**config.mk**
```make
export PLATFORM = sky130hd
export DESIGN_NAME = wait_buffer
export DESIGN_NICKNAME = d
export VERILOG_FILES = /design/src/rtl/wait_buffer.sv
export SDC_FILE = /design/constraint.sdc
export NUM_CORES = 1
export LEC_CHECK = 0
export CAP_MARGIN = 20
export CORE_UTILIZATION = 40
export CTS_CLUSTER_SIZE = 14
export DETAILED_ROUTE_END_ITERATION = 12
export PLACE_DENSITY = 0.61
export SKIP_LAST_GASP = 1
export SLEW_MARGIN = 20
export SYNTH_ARGS = -nofsm -noshare
export SYNTH_HDL_FRONTEND = slang
export SYNTH_SLANG_ARGS = --single-unit
```
**constraint.sdc**
```tcl
create_clock -name clk_i -period 5.15 [get_ports clk_i]
set_input_delay 0.515 -clock clk_i [delete_from_list [all_inputs] [get_ports clk_i]]
set_output_delay 0.515 -clock clk_i [all_outputs]
set_load 0.03 [all_outputs]
```
**src/rtl/wait_buffer.sv**
```systemverilog
// Wait buffer: holds decoded instructions until every source operand has been
// written back, then offers one fully-ready instruction per cycle to the
// execution units.
//
// Optional feature: define WAIT_BUFFER_OLDEST_FIRST_EN to select the eligible
// entry that was inserted earliest, using an age matrix. Without it the
// lowest-index eligible entry is selected, and an offered entry is held
// until it is accepted.
module wait_buffer #(
  parameter int unsigned NumEntries      = 4,
  parameter int unsigned NumTags         = 4,
  parameter int unsigned OperandsPerInst = 2,
  parameter int unsigned PayloadWidth    = 32,
  localparam int unsigned TagWidth       = $clog2(NumTags),
  localparam int unsigned IdxWidth       = $clog2(NumEntries)
) (
  input  logic                                     clk_i,
  input  logic                                     rst_i,
  // Insert side (from decoder / register table)
  input  logic                                     insert_valid_i,
  output logic                                     insert_ready_o,
  input  logic [TagWidth-1:0]                      insert_tag_i,
  input  logic [PayloadWidth-1:0]                  insert_payload_i,
  input  logic [OperandsPerInst-1:0]               operands_ready_i,
  input  logic [OperandsPerInst-1:0][TagWidth-1:0] operands_tag_i,
  // Writeback broadcast
  input  logic                                     eu_valid_i,
  input  logic [TagWidth-1:0]                      eu_tag_i,
  // Dispatch side
  output logic                                     disp_valid_o,
  input  logic                                     disp_ready_i,
  output logic [TagWidth-1:0]                      disp_tag_o,
  output logic [PayloadWidth-1:0]                  disp_payload_o,
  output logic                                     empty_o
);

  // ---------------------------------------------------------------------------
  // Entry storage
  // ---------------------------------------------------------------------------
  logic [NumEntries-1:0]                                     valid_q, valid_d;
  logic [NumEntries-1:0][TagWidth-1:0]                       tag_q, tag_d;
  logic [NumEntries-1:0][PayloadWidth-1:0]                   payload_q, payload_d;
  logic [NumEntries-1:0][OperandsPerInst-1:0]                op_rdy_q, op_rdy_d;
  logic [NumEntries-1:0][OperandsPerInst-1:0][TagWidth-1:0]  op_tag_q, op_tag_d;

  logic [NumEntries-1:0]      eligible;
  logic                       sel_valid;
  logic [IdxWidth-1:0]        sel_idx;
  logic [IdxWidth-1:0]        ins_idx;
  logic                       insert_fire;
  logic                       disp_fire;
  logic [OperandsPerInst-1:0] ins_rdy;

  // Eligibility uses registered operand state only, so a writeback this cycle
  // cannot make an entry dispatchable until the next cycle.
  always_comb begin
    for (int i = 0; i < int'(NumEntries); i++) begin
      eligible[i] = valid_q[i] & (&op_rdy_q[i]);
    end
  end

  // Lowest-index free entry is the insert target; looked up in registered
  // state so an entry freed by dispatch this cycle is not reused until next.
  always_comb begin
    ins_idx = '0;
    for (int i = int'(NumEntries) - 1; i >= 0; i--) begin
      if (!valid_q[i]) ins_idx = IdxWidth'(i);
    end
  end

  assign insert_ready_o = ~(&valid_q);
  assign insert_fire    = insert_valid_i & insert_ready_o;
  assign empty_o        = ~(|valid_q);

  // Operand readiness at insert, including a writeback that lands the same cycle.
  always_comb begin
    for (int o = 0; o < int'(OperandsPerInst); o++) begin
      ins_rdy[o] = operands_ready_i[o] | (eu_valid_i & (eu_tag_i == operands_tag_i[o]));
    end
  end

  // ---------------------------------------------------------------------------
  // Selection
  // ---------------------------------------------------------------------------
  assign sel_valid = |eligible;
  assign disp_fire = sel_valid & disp_ready_i;

`ifdef WAIT_BUFFER_OLDEST_FIRST_EN
  // older_q[j][i] set means entry j was inserted before entry i.
  logic [NumEntries-1:0][NumEntries-1:0] older_q, older_d;
  logic [NumEntries-1:0]                 oldest;

  // An eligible entry is oldest when no other eligible entry is older than it.
  always_comb begin
    for (int i = 0; i < int'(NumEntries); i++) begin
      oldest[i] = eligible[i];
      for (int j = 0; j < int'(NumEntries); j++) begin
        if (j != i && eligible[j] && older_q[j][i]) oldest[i] = 1'b0;
      end
    end
  end

  // Pick the single oldest eligible entry (lowest-index loop is only a tiebreak).
  always_comb begin
    sel_idx = '0;
    for (int i = int'(NumEntries) - 1; i >= 0; i--) begin
      if (oldest[i]) sel_idx = IdxWidth'(i);
    end
  end

  // New entry becomes younger than every other entry.
  always_comb begin
    older_d = older_q;
    if (insert_fire) begin
      for (int j = 0; j < int'(NumEntries); j++) begin
        if (IdxWidth'(j) != ins_idx) begin
          older_d[j][ins_idx] = 1'b1;
          older_d[ins_idx][j] = 1'b0;
        end
      end
      older_d[ins_idx][ins_idx] = 1'b0;
    end
  end

  // Age matrix register, cleared on reset.
  always_ff @(posedge clk_i) begin
    if (rst_i) begin
      older_q <= '0;
    end else begin
      older_q <= older_d;
    end
  end
`else
  // An offered-but-stalled entry is held so the offer stays stable.
  logic                hold_q, hold_d;
  logic [IdxWidth-1:0] hold_idx_q, hold_idx_d;

  // Lowest-index eligible entry, unless a stalled offer is being held.
  always_comb begin
    sel_idx = '0;
    for (int i = int'(NumEntries) - 1; i >= 0; i--) begin
      if (eligible[i]) sel_idx = IdxWidth'(i);
    end
    if (hold_q) sel_idx = hold_idx_q;
  end

  // Hold next cycle when offering without acceptance.
  always_comb begin
    hold_d     = sel_valid & ~disp_ready_i;
    hold_idx_d = sel_idx;
  end

  // Hold register, cleared on reset.
  always_ff @(posedge clk_i) begin
    if (rst_i) begin
      hold_q     <= 1'b0;
      hold_idx_q <= '0;
    end else begin
      hold_q     <= hold_d;
      hold_idx_q <= hold_idx_d;
    end
  end
`endif

  // Dispatch outputs are forced to zero when nothing is offered.
  always_comb begin
    disp_valid_o   = sel_valid;
    disp_tag_o     = '0;
    disp_payload_o = '0;
    if (sel_valid) begin
      disp_tag_o     = tag_q[sel_idx];
      disp_payload_o = payload_q[sel_idx];
    end
  end

  // ---------------------------------------------------------------------------
  // Next-state: wakeup, dispatch release, insert
  // ---------------------------------------------------------------------------
  always_comb begin
    valid_d   = valid_q;
    tag_d     = tag_q;
    payload_d = payload_q;
    op_rdy_d  = op_rdy_q;
    op_tag_d  = op_tag_q;

    // Writeback broadcast wakes matching operands of resident entries.
    if (eu_valid_i) begin
      for (int i = 0; i < int'(NumEntries); i++) begin
        for (int o = 0; o < int'(OperandsPerInst); o++) begin
          if (valid_q[i] && (op_tag_q[i][o] == eu_tag_i)) op_rdy_d[i][o] = 1'b1;
        end
      end
    end

    if (disp_fire) valid_d[sel_idx] = 1'b0;

    // ins_idx is invalid in registered state, so it never collides with sel_idx.
    if (insert_fire) begin
      valid_d[ins_idx]   = 1'b1;
      tag_d[ins_idx]     = insert_tag_i;
      payload_d[ins_idx] = insert_payload_i;
      op_rdy_d[ins_idx]  = ins_rdy;
      op_tag_d[ins_idx]  = operands_tag_i;
    end
  end

  // Entry state register; reset drops every entry regardless of activity.
  always_ff @(posedge clk_i) begin
    if (rst_i) begin
      valid_q   <= '0;
      tag_q     <= '0;
      payload_q <= '0;
      op_rdy_q  <= '0;
      op_tag_q  <= '0;
    end else begin
      valid_q   <= valid_d;
      tag_q     <= tag_d;
      payload_q <= payload_d;
      op_rdy_q  <= op_rdy_d;
      op_tag_q  <= op_tag_d;
    end
  end

endmodule

```
==> results of run 1 <==
==> through the flow <==
| stage | cell area [um2] | hold slack, ns |
|---|---|---|
| CTS | 8591 | 0.4542 |
| finish | 8618 | 0.4518 |
| floorplan | 7236 | 0.4357 |
| detailed placement | 8038 | 0.4456 |
| global placement | 8010 | 0.4407 |
| global route | 8618 | 0.4665 |
==> layer usage <==
metal	GRT usage	wire, um
met1	0.2937	9315
met2	0.3299	8421
met3	0.03926	746
met4	0.07037	256
met5	0	0
==> logic make-up after synthesis <==
group | Yosys count
compound gates | 211
xor+xnor | 20
buf+inv | 79
flops | 167
mux | 69
simple gates | 349
==> worst register-to-register path: stages, from the launching register on <==
cell and delay [ns]:
dfxtp_1 0.46, and3_1 0.22, nor4_1 0.48, or3_1 0.89
nor4bb_4 0.11, nor3_1 0.19
==> synth_stat cells, types with 5 or more instances <==
master / number / area (um2)
nand2_1: 307 / 1152
a211oi_1: 8 / 60.06
nor2_1: 14 / 52.55
a21oi_1: 154 / 770.7
a41oi_1: 8 / 70.07
buf_2: 16 / 80.08
dfxtp_1: 167 / 3343
o22ai_1: 34 / 212.7
mux2i_1: 69 / 690.7
buf_1: 5 / 18.77
clkbuf_1: 45 / 168.9
xnor2_1: 20 / 175.2
==> area by class of cell <==
type | count | area, um2 | share of cell area
clock buffer | 24 | 481.7 | 0.05589
timing repair buffer | 93 | 943.4 | 0.1095
clock inverter | 8 | 71.32 | 0.008275
multi-input combinational | 649 | 3486 | 0.4045
inverter | 3 | 11.26 | 0.001307
sequential | 167 | 3343 | 0.3879
tap | 225 | 281.5 | 0.03267
==> registers in the layout, indices dropped and copies added (netlist names) <==
signal and flops:
op_tag_q 16, hold_q 1, valid_q 4, op_rdy_q 8
tag_q 8, payload_q 128, hold_idx_q 2
==> path summary, 6_finish.rpt <==
kind	end	slack [ns]	depth (start not counted)
worst max register to register	valid_q[3]	2.73	5
worst min register to register	payload_q[91]	0.45	2
worst max-delay path	disp_payload_o[30]	1.03	6
worst min-delay path	payload_q[91]	0.45	2
==> power by group through the flow <==
stage | Combinational (mW) | Clock (mW) | Sequential (mW)
final | 0.217 | 1.21 | 1.35
after global routing | 0.240 | 1.28 | 1.36
after CTS | 0.215 | 1.23 | 1.35
after detailed placement | 0.215 | 0 | 1.38
after global placement | 0.214 | 0 | 1.38
after floorplan | 0.131 | 0 | 1.37
==> run summary, run 1 <==
Status: completed
Crit path DAT: 3.61 ns
Site row count: 48
HPWL after detailed placement: 10800 um
CTS sink cnt: 167
GRT Util Overall: 0.2119
Portion of netlist area occupied by mux cells: 0.09545
Most frequent cells in the layout: nand2_1 (307), dfxtp_1 (167), a21oi_1 (154)
Number of hold-slack violations in the final timing report: 0
Total overflow reported by the global router: 0
Net Sw Frac: 0.2378
Antenna violations before repair: 0
Startpoint of the most critical setup path: valid_q[0]
WS Path Type: register to primary output
Part of the total power dissipated in the clock network: 0.435
Hold_sp: payload_q[91]
Post-CTS setup-driven buffer insertion count: 0
Critical path's top delay family: simple AND/OR/NAND/NOR gates
Setup slack of the critical path after layout: 1.025 ns
Data required time of the worst path: 4.64 ns
Number of vias after detailed routing: 6125
Simple-gate share of the synthesized area: 0.1957
Total detailed-routing wirelength: 18740 um
Largest buffer count on any clock path: 2
Count of different cell masters after synthesis: 41
Final core utilization: 0.4931
Worst ir drop on vdd: 0.2597 mV
Share of the clock period used by the worst path after layout: 0.8009
Area growth from synthesis to layout: 19.11%
Warnings from Yosys: 0
H-tree Lvls: 4
Horiz. Die Dim: 136.5 um
PwrDens: 322.3 mW/mm2
Logic pwr share: 0.078
Slowest stage delay, CP: 0.89 ns
Total count of max-transition violations in the final report: 0
Placed cells: 1136
Class of the tightest hold or removal check: register to register
Seq/Total Area, Yosys: 0.4620
Hold Buf Count CTS: 0
List of cells traversed by the critical path: and3_1 -> nor4_1 -> or3_1 -> buf_4 -> o22ai_1 -> clkdlybuf4s50_1
Number of placed I/O pins: 84
Most instantiated flip-flop cell in the synthesis netlist: dfxtp_1
Number of diodes: 0
Clock tree skew after final layout: 0.006533 ns
Vias/cell: 5.240
Switching power of the nets: 0.6606 mW
RR Startpoint: valid_q[0]
Critical path fanouts, max: 22
Detailed Routing Iterations Pass 1: 4
Non-Filler Instances: 1169
Initial core utilization: 0.4140
Most common cell after layout, fill and taps aside: nand2_1
Filler cell count in the final layout: 1745
Flip-flop and latch count after synthesis: 167
Buf/Inv on CP: 2
Later-pin clock latency in the skew report: 0.43 ns
XOR/XNOR share of the synthesized area: 0.02421
Summed negative setup slack over all endpoints: 0 ns
Internal cell power: 2.117 mW
Height of the die: 136.5 um
Maximum number of pins on one net before global-route repair: 73
Average wire length per cell after detail routing: 16.03 um
Maximum operating frequency: 242.4 MHz
EDFF count, synth: 0
Number of cells produced by synthesis: 895
Root cell of the clock tree: clkbuf_16
Remaining max-slew budget at the tightest pin: 0.2875
# Max-Cap Violations: 0
Resize count post-CTS: 0
Overall power: 2.778 mW
Async S/R FF share, synth: 0
Net count of the finished layout: 978
Post-Syn Nets: 942
Part of the power in registers: 0.487
RSZ-0062 raised after global routing: no
Capturing element type of the critical path: primary output
First-iteration detailed-routing DRC count: 358
Worst slack at placement: 1.468 ns
Routability cong.: 0.7346
Avg Inst Size Synth: 8.085 um2
Period minus WS final: 4.125 ns
Cell type of the slowest stage on the worst timing path: or3_1
P_leak: 2.669 nW
Cell area after technology mapping: 0.007236 mm2
Number of buffers inserted by port buffering: 83
Measured slew at the worst slew-check pin: 1.069 ns
Largest family of logic cells by synthesized area: simple AND/OR/NAND/NOR gates
Area of the core: 0.01748 mm2
Detail Route Antenna Nets: 0
Synth Area in Compound Gates: 0.1625
DRC viols: 0
Clock tree from TritonCTS: built
Wire length of the first global-routing pass: 30300 um
Clock slew at reported path FFs: 0.06 ns
Adder-cell share of the synthesized area: 0
TritonCTS Buffers: 17
Final-report setup violation count: 0
Nature of the critical path startpoint: register
Fraction of layout cells with a size suffix above 1: 0.05403
Die area: 0.01863 mm2
Number of global-route vias before repair: 5665
No activity file was read; power rests on OpenSTA's default activity.
==> run 2: changes to the inputs <==
- clock period: 5.15 -> 4.23 ns (I/O delays scaled with it)
==> run 2 against run 1 <==
Effect of this change:
- die area is the same
- critical path type unchanged
- first-iteration DRC count up 35%
- clock skew about the same
- combinational power rose by 23%
- highest routed layer unchanged
- sequential share of layout area decreased by 0.33 points
- routed wire length decreased by 0.38%
- clock-buffer cell count fell by 4
- final cell count grew 0.34%
- largest cell class unchanged
- critical endpoint is now disp_payload_o[7]
- total power grew 25%
- global-route usage fell by 0.080 points
- core utilization increased by 0.43 points
- non-clock buffer count rose by 4
==> run summary, run 2 (same netlist as run 1, synthesis figures left out) <==
Count of cells along the worst register-to-register path: 6 (was 5)
Maximum number of pins on one net before global-route repair: 104 (was 73)
Setup slack of the critical path after layout: 0.7211 ns (was 1.025 ns)
Antenna violations before repair: 0 (unchanged)
RSZ-0062 raised after global routing: no (unchanged)
Maximum operating frequency: 285.0 MHz
Worst ir drop on vdd: 0.2835 mV (was 0.2597 mV)
Hold EP: payload_q[60] (was payload_q[91])
Post-CTS setup-driven buffer insertion count: 0 (unchanged)
Area growth from synthesis to layout: 20.15% (was 19.11%)
TritonCTS Buffers: 17 (unchanged)
Worst slack at placement: 1.179 ns (was 1.468 ns)
Measured slew at the worst slew-check pin: 1.104 ns (was 1.069 ns)
Switching power of the nets: 0.8207 mW (was 0.6606 mW)
Vias/cell: 5.194 (was 5.240)
Critical path fanouts, max: 29 (was 22)
Hold_sp: payload_q[60] (was payload_q[91])
Initial core utilization: 0.4140 (unchanged)
Die area: 0.01863 mm2 (unchanged)
Data required time of the worst path: 3.81 ns (was 4.64 ns)
Crit path DAT: 3.09 ns (was 3.61 ns)
Number of buffers inserted by port buffering: 83 (unchanged)
WS Path Type: register to primary output (unchanged)
Total count of max-transition violations in the final report: 0 (unchanged)
Clock tree from TritonCTS: built (unchanged)
Logic pwr share: 0.077 (was 0.078)
Clock slew at reported path FFs: 0.06 ns (about the same)
P_leak: 2.702 nW (was 2.669 nW)
Detail Route Antenna Nets: 0 (unchanged)
GRT Util Overall: 0.2111 (was 0.2119)
R2r endpoint: valid_q[3] (unchanged)
Part of the total power dissipated in the clock network: 0.447 (was 0.435)
Most common cell after layout, fill and taps aside: nand2_1 (unchanged)
Filler cell count in the final layout: 1687 (was 1745)
Total overflow reported by the global router: 0 (unchanged)
Biggest registers after layout: payload_q: 128 flops, op_tag_q: 16 flops (unchanged)
Class of the tightest hold or removal check: register to register (unchanged)
Status: completed (unchanged)
Summed negative setup slack over all endpoints: 0 ns (unchanged)
Most frequent cells in the layout: nand2_1 (307), dfxtp_1 (167), a21oi_1 (154) (unchanged)
Total detailed-routing wirelength: 18670 um (was 18740 um)
Reg with most FFs: payload_q (unchanged)
Average wire length per cell after detail routing: 15.91 um (was 16.03 um)
H-tree Lvls: 4 (unchanged)
FF/Latch Area: 0.003343 mm2 (unchanged)
Remaining max-slew budget at the tightest pin: 0.2640 (was 0.2875)
First-iteration detailed-routing DRC count: 483 (was 358)
Routability cong.: 0.7572 (was 0.7346)
Multi-input logic area: 0.003486 mm2 (unchanged)
Flip-flop count of the largest register, all copies and words added: 128 (unchanged)
Area of the core: 0.01748 mm2 (unchanged)
CTS sink cnt: 167 (unchanged)
HPWL after detailed placement: 11120 um (was 10800 um)
Net Sw Frac: 0.2373 (was 0.2378)
Capturing element type of the critical path: primary output (unchanged)
Part of the power in registers: 0.476 (was 0.487)
PwrDens: 397.9 mW/mm2 (was 322.3 mW/mm2)
Final-report setup violation count: 0 (unchanged)
Internal cell power: 2.639 mW (was 2.117 mW)
Number of instances on the worst hold path: 2 (unchanged)
Root cell of the clock tree: clkbuf_16 (unchanged)
Fin Hold WS: 0.4522 ns (was 0.4518 ns)
# Max-Cap Violations: 0 (unchanged)
Net count of the finished layout: 982 (was 978)
Number of global-route vias before repair: 5585 (was 5665)
Resize count post-CTS: 0 (unchanged)
Wire length of the first global-routing pass: 30240 um (was 30300 um)
Fraction of layout cells with a size suffix above 1: 0.06224 (was 0.05403)
Height of the die: 136.5 um (unchanged)
Reg-to-reg setup timing slack: 1.93 ns (was 2.73 ns)
Detailed Routing Iterations Pass 1: 4 (unchanged)
Clock tree skew after final layout: 0.006998 ns (was 0.006533 ns)
Number of placed I/O pins: 84 (unchanged)
Later-pin clock latency in the skew report: 0.43 ns (about the same)
Share of the clock period used by the worst path after layout: 0.8295
Number of diodes: 0 (unchanged)
Number of hold-slack violations in the final timing report: 0 (unchanged)
DRC viols: 0 (unchanged)
Period minus WS final: 3.509 ns
Final core utilization: 0.4974 (was 0.4931)
Largest buffer count on any clock path: 2 (unchanged)
Horiz. Die Dim: 136.5 um (unchanged)
Hold Buf Count CTS: 0 (unchanged)
Nature of the critical path startpoint: register (unchanged)
Site row count: 48 (unchanged)
RR Startpoint: valid_q[0] (unchanged)
Number of vias after detailed routing: 6093 (was 6125)
-- run 2: layout make-up --
| cell class | count | area share |
|---|---|---|
| Multi-Input combinational cell | 649 | 0.4010 |
| Sequential cell | 167 | 0.3846 |
| Timing Repair Buffer | 97 | 0.1126 |
| Clock buffer | 20 | 0.05368 |
| Tap cell | 225 | 0.03238 |
| Clock inverter | 12 | 0.01454 |
| Inverter | 3 | 0.001295 |
-- run 2: per-stage QoR --
step,cells,total power [mW],instance area [um2]
CTS,1172,3.483,8666
global route,1173,3.588,8693
global placement,1140,1.944,8073
detailed placement,1140,1.944,8073
finish,1173,3.459,8693
floorplan,895,1.830,7236
-- run 2: how the worst max path moves through the flow --
stage,endpoint,cells after the start,from,slack [ns]
5_1_grt,disp_payload_o[1],6,valid_q[0],0.52
2_1_floorplan,disp_payload_o[0],7,valid_q[2],1.96
3_3_place_gp,disp_tag_o[0],7,valid_q[1],1.24
3_5_place_dp,disp_payload_o[7],6,valid_q[0],1.18
6_report,disp_payload_o[7],6,valid_q[0],0.72
4_1_cts,disp_payload_o[7],6,valid_q[0],0.71
-- run 2: power by group through the flow --
stage | logic (mW) | registers, mW | clock network, mW
final | 0.266 | 1.65 | 1.55
after global routing | 0.293 | 1.65 | 1.64
after CTS | 0.264 | 1.65 | 1.57
after detailed placement | 0.263 | 1.68 | 0
after global placement | 0.264 | 1.68 | 0
after floorplan | 0.159 | 1.67 | 0
-- run 2: routing by layer --
| metal | vias to the layer above | global-route usage | wire [um] | share of wire |
|---|---|---|---|---|
| met1 | 2844 | 0.2970 | 9444 | 0.51 |
| met5 | - | 0 | 0 | 0 |
| met3 | 14 | 0.03889 | 868 | 0.046 |
| met2 | 123 | 0.3240 | 8169 | 0.44 |
| met4 | 0 | 0.06852 | 185 | 0.0099 |
| li1 | 3112 | - | - | - |
-- run 2: critical path: stages (launching register included) --
cell	delay (ns)
dfxtp_1	0.66
and3_1	0.24
nor4_1	0.07
or3_1	0.57
buf_12	0.26
o22ai_1	0.15
clkdlybuf4s50_1	0.70
